$ cat src/rtl/mem_pkg.sv
`default_nettype none
// +--------------------------------------------------------------------------+
// | mem_pkg : shared types and constants for the MEM-stage access controller |
// | Revision: 1.0                                                            |
// +--------------------------------------------------------------------------+
package mem_pkg;

  typedef enum logic [1:0] {
    IDLE = 2'd0,
    REQ  = 2'd1,
    DONE = 2'd2
  } state_t;

  localparam logic [31:0] ERR_DATA_DEFAULT = 32'hDEADBEEF;
  localparam logic [31:0] WORD_ALIGN_MASK  = 32'h0000_0003;

  function automatic logic is_misaligned(input logic [31:0] addr);
    return |(addr & WORD_ALIGN_MASK);
  endfunction

endpackage
`default_nettype wire

$ cat src/rtl/mem_access_stage.sv
`default_nettype none
// +--------------------------------------------------------------------------+
// | mem_access_stage : load/store req/ack controller with pipeline stall     |
// | Revision: 1.0                                                            |
// +--------------------------------------------------------------------------+
module mem_access_stage
  import mem_pkg::*;
#(
  parameter int          TIMEOUT  = 16,
  parameter int          CNT_W    = 5,
  parameter logic [31:0] ERR_DATA = ERR_DATA_DEFAULT
) (
  input  logic        clk_i,
  input  logic        rst_i,
  input  logic        MemRead_i,
  input  logic        MemWrite_i,
  input  logic [31:0] ALUresult_i,
  input  logic [31:0] WriteData_i,
  output logic [31:0] ReadMem_o,
  output logic        stall_o,
  output logic        err_o,
  output logic        mem_req_o,
  output logic        mem_we_o,
  output logic [31:0] mem_addr_o,
  output logic [31:0] mem_wdata_o,
  input  logic        mem_ack_i,
  input  logic [31:0] mem_rdata_i
);

  localparam logic [CNT_W-1:0] c_cnt_last = CNT_W'(TIMEOUT - 1);

  state_t           r_state;
  logic [CNT_W-1:0] r_cnt;
  logic [31:0]      r_rdata;
  logic             r_err;
  logic             r_req;
  logic             r_we;
  logic [31:0]      r_addr;
  logic [31:0]      r_wdata;

  logic             w_acc;
  logic             w_misaligned;

  assign w_acc        = MemRead_i | MemWrite_i;
  assign w_misaligned = is_misaligned(ALUresult_i);

  always_ff @(posedge clk_i) begin
    if (rst_i) begin
      r_state <= IDLE;
      r_cnt   <= '0;
      r_rdata <= '0;
      r_err   <= 1'b0;
      r_req   <= 1'b0;
      r_we    <= 1'b0;
      r_addr  <= '0;
      r_wdata <= '0;
    end else begin
      case (r_state)
        IDLE: begin
          if (w_acc) begin
            if (w_misaligned) begin
              r_err   <= 1'b1;
              r_state <= DONE;
            end else begin
              // MemWrite wins when both bits are set
              r_addr  <= ALUresult_i;
              r_wdata <= WriteData_i;
              r_we    <= MemWrite_i;
              r_req   <= 1'b1;
              r_cnt   <= '0;
              r_state <= REQ;
            end
          end
        end
        REQ: begin
          if (mem_ack_i) begin
            r_req   <= 1'b0;
            if (!r_we) r_rdata <= mem_rdata_i;
            r_state <= DONE;
          end else if (r_cnt == c_cnt_last) begin
            r_req   <= 1'b0;
            r_err   <= 1'b1;
            if (!r_we) r_rdata <= ERR_DATA;
            r_state <= DONE;
          end else begin
            r_cnt <= r_cnt + CNT_W'(1);
          end
        end
        DONE: begin
          // Pipeline advances this cycle; no new access may begin here.
          r_state <= IDLE;
        end
        default: begin
          r_state <= IDLE;
        end
      endcase
    end
  end

  assign stall_o     = ((r_state == IDLE) && w_acc) || (r_state == REQ);
  assign ReadMem_o   = r_rdata;
  assign err_o       = r_err;
  assign mem_req_o   = r_req;
  assign mem_we_o    = r_we;
  assign mem_addr_o  = r_addr;
  assign mem_wdata_o = r_wdata;

endmodule
`default_nettype wire

$ cat config.mk
export PLATFORM = sky130hd
export DESIGN_NAME = mem_access_stage
export DESIGN_NICKNAME = d
export VERILOG_FILES = /design/src/rtl/mem_pkg.sv /design/src/rtl/mem_access_stage.sv
export SDC_FILE = /design/constraint.sdc
export NUM_CORES = 1
export LEC_CHECK = 0
export CAP_MARGIN = 5
export CORE_MARGIN = 5
export CORE_UTILIZATION = 44
export CTS_CLUSTER_SIZE = 12
export DETAILED_ROUTE_END_ITERATION = 8
export PLACE_DENSITY = 0.95
export SETUP_SLACK_MARGIN = 0.02
export SLEW_MARGIN = 10
export SYNTH_ARGS = -nofsm -noshare
export SYNTH_HDL_FRONTEND = slang
export SYNTH_SLANG_ARGS = --single-unit
$ cat constraint.sdc
create_clock -name clk_i -period 5.15 [get_ports clk_i]
set_input_delay 1.03 -clock clk_i [delete_from_list [all_inputs] [get_ports clk_i]]
set_output_delay 1.03 -clock clk_i [all_outputs]
set_load 0.1 [all_outputs]
==> summary.md, run 1 <==
| Metric | Value |
|---|---|
| CTS buffer count | `9` |
| Max H-tree Level | `3` |
| Max rail drop VDD | `slightly below 0.0002 V` |
| FF-to-FF path depth | `4` |
| Pre-CTS setup slack | `between 1.5 and 2 ns` |
| Pwr/cell area | `between 200 and 300 mW/mm^2` |
| Crit path from | `MemWrite_i` |
| Outcome | `completed` |
| Wirelength per Cell | `17.04 um` |
| Final min period | `3.297 ns` |
| Sequential area share after synthesis | `0.4996` |
| Number of inserted diodes | `0` |
| Slew @ Worst Pin | `1.197 ns` |
| CORE AREA | `just over 0.009 mm^2` |
| Vias | `approximately 4400` |
| Die H | `between 100 and 150 um` |
| Synth Register Bits | `106` |
| Clk sinks | `between 100 and 150` |
| Placed inst area | `around 0.0062 mm^2` |
| Non-Filler Instances | `a little under 800` |
| Fin crit share | `0.6401` |
| Worst R2R End | `mem_wdata_o[10]` |
| Nets | `approximately 760` |
| F_max | `about 0.30 GHz` |
| Critical R2R Launch | `r_state[0]` |
| Placed insts | `slightly below 800` |
| Top-area cell type share of the netlist area | `0.4996` |
| Largest stage delay, worst path | `approximately 0.47 ns` |
| Cell area after layout | `around 0.0064 mm^2` |
| Final setup margin | `about 1.9 ns` |
| Hold Crit Class | `reg2reg` |
| Final setup viols | `0` |
| Largest net degree at the start of global routing | `about 110` |
| WS Path Type | `in2out` |
| Worst Setup EP | `stall_o` |
| Most common cell on crit path | `nor2_1` |
| Static Leak | `~2.2 nW` |
| I/O pin cnt | `roughly 200` |
| Die ar. | `0.01172 mm^2` |
| Syn_area_per_cell | `roughly 8.6 um^2` |
| GRT Util Overall | `0.2188` |
| Initial antenna violation count | `0` |
| PostCTS Resize Cnt | `0` |
| Slew headroom | `0.2015` |
| Share of cells above drive strength 1 | `0.04841` |
| RePlAce Congestion | `0.7843` |
| Slowest-stage cell, CP | `clkdlybuf4s50_1` |
| Max_cap viols | `0` |
| Post-Route Setup TNS | `0 ns` |
| Worst Path Required | `about 4 ns` |
| Post-route antenna net violation count | `0` |
| Mapped Area | `about 0.0042 mm^2` |
| Port Buffers | `200` |
| R2r setup slk | `~2.7 ns` |
| Synth top area cells | `dfxtp_1, a21oi_1, o21ai_0, nand3_1, a311oi_1` |
| Cell taking the most area after synthesis | `dfxtp_1` |
| Die X | `108.3 um` |
| # rows | `35` |
| Setup Buffers After CTS | `0` |
| Clock transition at path regs | `0.10 ns` |
| Synthesis Warnings | `0` |
| Root Driver | `clkbuf_8` |
| Skew final | `0.01572 ns` |
| Synthesis-to-layout area growth | `49.69%` |
| Worst path cell trace | `clkdlybuf4s50_1, or2_2, nor2_1, nor2_1, buf_4` |
| DRT Pass-1 Iters | `5` |
| First-pass GRT wire length | `roughly 21000 um` |
| DRT iter0 DRCs | `253` |
| Clk_lat worst skew | `~0.36 ns` |
| DRC | `0` |
| RSZ-0062 raised after global routing | `false` |
| Number of global-route vias before repair | `4300` |
| Unique masters post-synth | `34` |
| Final Routed Wirelength | `13460 um` |
| CTS tree | `yes` |
| Max Slew Vio Count | `0` |
| Starting Density | `0.4554` |
| Max clock buf depth | `2` |
| Hold-fix buffers, CTS | `0` |
| Worst Setup Start Kind | `primary input` |
| Total grt overflow | `0` |
| Final HPWL DP | `9352 um` |
| Crit-path max FO | `3` |
| Crit path capture type | `output pin` |
| Final Hold Viols | `0` |
| Arr. time, crit path | `2.27 ns` |
| Vias/cell | `5.630` |
| Syn Nets | `around 600` |
| Power, Total | `approximately 1.8 mW` |
| Post-synthesis cell count | `just under 500` |
==> cell families after synthesis <==
| logic type | count (synthesis) | synth area share |
|---|---|---|
| buffers and inverters | 81 | 0.09308 |
| AND/OR/NAND/NOR | 95 | 0.1225 |
| AO/OA/AOI/OAI | 210 | 0.2789 |
| flip-flops | 106 | 0.4996 |
| adder cells (fa/ha/maj) | 2 | 0.005890 |
==> Yosys cell counts, drive strengths merged <==
library cell	instances
a211oi	1
a21oi	99
a311oi	25
a31o	1
a41oi	1
and3	3
buf	19
clkbuf	35
dfxtp	106
ha	2
inv	27
nand2	3
nand2b	1
nand3	62
nand3b	1
nand4	8
nand4b	2
nor2	8
nor3	1
nor4	1
nor4b	1
o2111ai	1
o211ai	1
o21a	2
o21ai	74
o31a	2
o31ai	3
or2	2
or4	1
or4b	1
==> cell type report <==
class / count / area (um^2)
fill: 704 / 2969
sequential: 106 / 2122
timing repair buffer: 205 / 2047
multi-input combinational: 307 / 1740
tap: 129 / 161.4
clock buffer: 9 / 123.9
inverter: 27 / 101.3
clock inverter: 7 / 62.56
==> power by group <==
part / switching, mW / internal, mW / total [mW]
sequential: 0.0202 / 0.850 / 0.871
combinational: 0.341 / 0.149 / 0.490
clock: 0.293 / 0.184 / 0.477
==> state kept, by name (all words and copies together), names as in the netlist <==
| register | cells |
|---|---|
| ReadMem_o | 32 |
| err_o | 1 |
| mem_addr_o | 32 |
| mem_req_o | 1 |
| mem_wdata_o | 32 |
| mem_we_o | 1 |
| r_cnt | 5 |
| r_state | 2 |
==> per-stage QoR <==
stage	utilization	hold slack, ns
final	0.6817	0.4751
after floorplan	-	0.4426
after global routing	0.6817	0.4978
after detailed placement	0.6596	0.4531
after CTS	0.6795	0.4728
after global placement	0.6596	0.4525
==> cells in the final DEF, fill, tap and decap left out, drive strengths merged <==
master         instances
o31ai                  3
nor2                   8
nand3b                 1
or4                    1
a211oi                 1
o211ai                 1
nand2                  3
a311oi                25
o2111ai                1
a41oi                  1
clkinv                 2
a31o                   1
o21a                   2
or2                    2
a21oi                 99
o21ai                 74
inv                   29
nor4                   1
nand3                 62
nand4b                 2
ha                     2
dfxtp                106
or4b                   1
o31a                   2
clkbuf                 9
nand4                  8
clkinvlp               3
and3                   3
nor3                   1
clkdlybuf4s50        198
nand2b                 1
nor4b                  1
buf                    7
==> worst min-delay path by stage <==
stage | end | from | depth (start not counted) | slack, ns
3_3_place_gp | err_o | err_o | 2 | 0.45
5_1_grt | mem_wdata_o[15] | mem_wdata_o[15] | 2 | 0.50
2_1_floorplan | r_cnt[3] | r_cnt[3] | 1 | 0.44
3_5_place_dp | err_o | err_o | 2 | 0.45
4_1_cts | err_o | err_o | 2 | 0.47
6_report | err_o | err_o | 2 | 0.48
==> critical path, delay by kind of cell <==
kind	cells	cell delay [ns]
buffers and inverters	2	0.72
AND/OR/NAND/NOR	3	0.51
==> layer usage <==
| layer | track usage | vias to the layer above | share of wire |
|---|---|---|---|
| met5 | 0 | - | 0 |
| met4 | 0.08927 | 0 | 0.026 |
| met2 | 0.3961 | 192 | 0.51 |
| met3 | 0.05433 | 30 | 0.080 |
| met1 | 0.2444 | 2115 | 0.38 |
| li1 | - | 2111 | - |
Power figures use the tool's default switching activity.
==> inputs of run 2 (changes only) <==
--- a/config.mk
+++ b/config.mk
@@ -7,10 +7,10 @@
 export LEC_CHECK = 0
 export CAP_MARGIN = 5
 export CORE_MARGIN = 5
-export CORE_UTILIZATION = 44
+export CORE_UTILIZATION = 37
 export CTS_CLUSTER_SIZE = 12
 export DETAILED_ROUTE_END_ITERATION = 8
-export PLACE_DENSITY = 0.95
+export PLACE_DENSITY = 0.87
 export SETUP_SLACK_MARGIN = 0.02
 export SLEW_MARGIN = 10
 export SYNTH_ARGS = -nofsm -noshare
==> constraint.sdc (replaced) <==
create_clock -name clk_i -period 3 [get_ports clk_i]
set_input_delay 0.6 -clock clk_i [delete_from_list [all_inputs] [get_ports clk_i]]
set_output_delay 0.6 -clock clk_i [all_outputs]
set_load 0.1 [all_outputs]
==> run 2 against run 1 <==
Global-route usage is 3.7 points lower. Routed wire length is 0.52% lower. Highest routed layer unchanged. Cell area shrank 1.3%. Sequential power up 72%. Core utilization down 13 points. First-iteration DRC count grew 70%. Non-clock buffer count increased by 5.
==> summary.md, run 2 (synthesis gave the netlist of run 1 again) <==
| Metric | Value |
|---|---|
| Number of inserted diodes | `0` |
| CTS tree | `yes` |
| Vias | `roughly 4400` |
| Nets | `roughly 760` |
| Max_cap viols | `0` |
| DRC | `0` |
| Final HPWL DP | `9405 um` |
| Max rail drop VDD | `roughly 0.00036 V` |
| Min Hold Slack | `0.4755 ns` |
| DRT Pass-1 Iters | `5` |
| First-pass GRT wire length | `between 15000 and 20000 um` |
| WS Path Type | `in2out` |
| Commonest cells after routing, fill and taps aside | `buf_4, dfxtp_1, a21oi_1, clkdlybuf4s50_1, o21ai_0` |
| Die X | `117.1 um` |
| Skew final | `about 0.006 ns` |
| Worst Path Required | `~2.4 ns` |
| GRT Util Overall | `0.1818` |
| Post-route antenna net violation count | `0` |
| Setup Buffers After CTS | `0` |
| Share of cells above drive strength 1 | `0.2030` |
| PostCTS Resize Cnt | `0` |
| CTS buffer count | `9` |
| Arr. time, crit path | `between 1.5 and 2 ns` |
| Final Hold Viols | `0` |
| # rows | `39` |
| Final Routed Wirelength | `approximately 13000 um` |
| Crit path capture type | `output pin` |
| Worst Setup Start Kind | `primary input` |
| Fin crit share | `0.8500` |
| Starting Density | `0.3752` |
| Fin util | `0.5545` |
| Crit-path max FO | `11` |
| Largest net degree at the start of global routing | `67` |
| Number of global-route vias before repair | `4115` |
| DRT iter0 DRCs | `between 400 and 500` |
| Hold Crit Class | `reg2reg` |
| Post-Route Setup TNS | `0 ns` |
| Pwr/cell area | `547.1 mW/mm^2` |
| Static Leak | `2.438 nW` |
| Clk sinks | `around 110` |
| Max clock buf depth | `2` |
| Clock transition at path regs | `roughly 0.07 ns` |
| Vias/cell | `~5.5` |
| Final min period | `roughly 2.6 ns` |
| Die ar. | `~0.014 mm^2` |
| Commonest non-fill, non-tap cell in the layout | `buf_4` |
| Die H | `around 120 um` |
| Port Buffers | `200` |
| Clk_lat worst skew | `between 0.3 and 0.4 ns` |
| RePlAce Congestion | `slightly above 0.8` |
| RSZ-0062 raised after global routing | `false` |
| I/O pin cnt | `about 200` |
| Max H-tree Level | `3` |
| Total grt overflow | `0` |
| Hold-fix buffers, CTS | `0` |
| F_max | `around 0.4 GHz` |
| Outcome | `completed` |
| CORE AREA | `between 0.01 and 0.015 mm^2` |
| Max Slew Vio Count | `0` |
| Slew @ Worst Pin | `0.7447 ns` |
| Synthesis-to-layout area growth | `47.78%` |
| Initial antenna violation count | `0` |
| Final setup viols | `0` |
| Wirelength per Cell | `~17 um` |
| Slew headroom | `0.4965` |
| Root Driver | `clkbuf_16` |
[run 2: cell count changes in the layout (fill, tap and decap cells not counted), sizes merged]
cell           delta
inv               -1
clkinv            +1
clkbuf            +2
clkdlybuf4s50    -99
clkinvlp          -3
buf             +104
[run 2: worst paths after layout]
check             slack, ns  depth (start not counted)        to       start
setup / recovery       0.45                          5   stall_o  MemWrite_i
hold / removal         0.48                          2  r_cnt[4]    r_cnt[4]
setup reg to reg       0.71                          6  r_cnt[3]    r_cnt[0]
hold reg to reg        0.48                          2  r_cnt[4]    r_cnt[4]
[run 2: worst max-delay path: stages]
cell             delay, ns
clkdlybuf4s50_1       0.49
or2_2                 0.44
nor2_1                0.16
nor2_2                0.07
buf_12                0.19
[run 2: metrics by stage]
step / total power, mW / setup WS (ns) / cell area (um^2) / instances
2_1_floorplan: 2.096 / 0.4094 / 4250 / 494
3_3_place_gp: 2.348 / 0.4718 / 6007 / 793
3_5_place_dp: 2.361 / 0.4385 / 6007 / 793
4_1_cts: 3.458 / 0.4405 / 6277 / 808
5_1_grt: 3.558 / 0.3711 / 6277 / 808
6_report: 3.434 / 0.4499 / 6277 / 808
[run 2: layout make-up]
type | count | area, um^2
well taps | 143 | 178.9
inverters | 27 | 101.3
multi-input cells | 307 | 1743
flip-flops and latches | 106 | 2122
clock inverters | 4 | 27.53
clock buffers | 11 | 242.7
fillers | 965 | 5044
repair buffers | 210 | 1862
[run 2: layer usage]
metal / global-route usage / vias up / share of wire / routed length, um
li1: - / 2125 / - / -
met4: 0.08333 / 0 / 0.026 / 351
met1: 0.2201 / 2059 / 0.40 / 5390
met2: 0.3002 / 211 / 0.47 / 6322
met5: 0 / - / 0 / 0
met3: 0.04987 / 24 / 0.099 / 1330
[run 2: where the power goes]
part | leakage [nW] | internal, mW | switching, mW | total (mW)
sequential | 0.860 | 1.46 | 0.0369 | 1.50
clock | 0.136 | 0.584 | 0.519 | 1.10
combinational | 1.44 | 0.249 | 0.586 | 0.835
total | 2.44 | 2.29 | 1.14 | 3.43
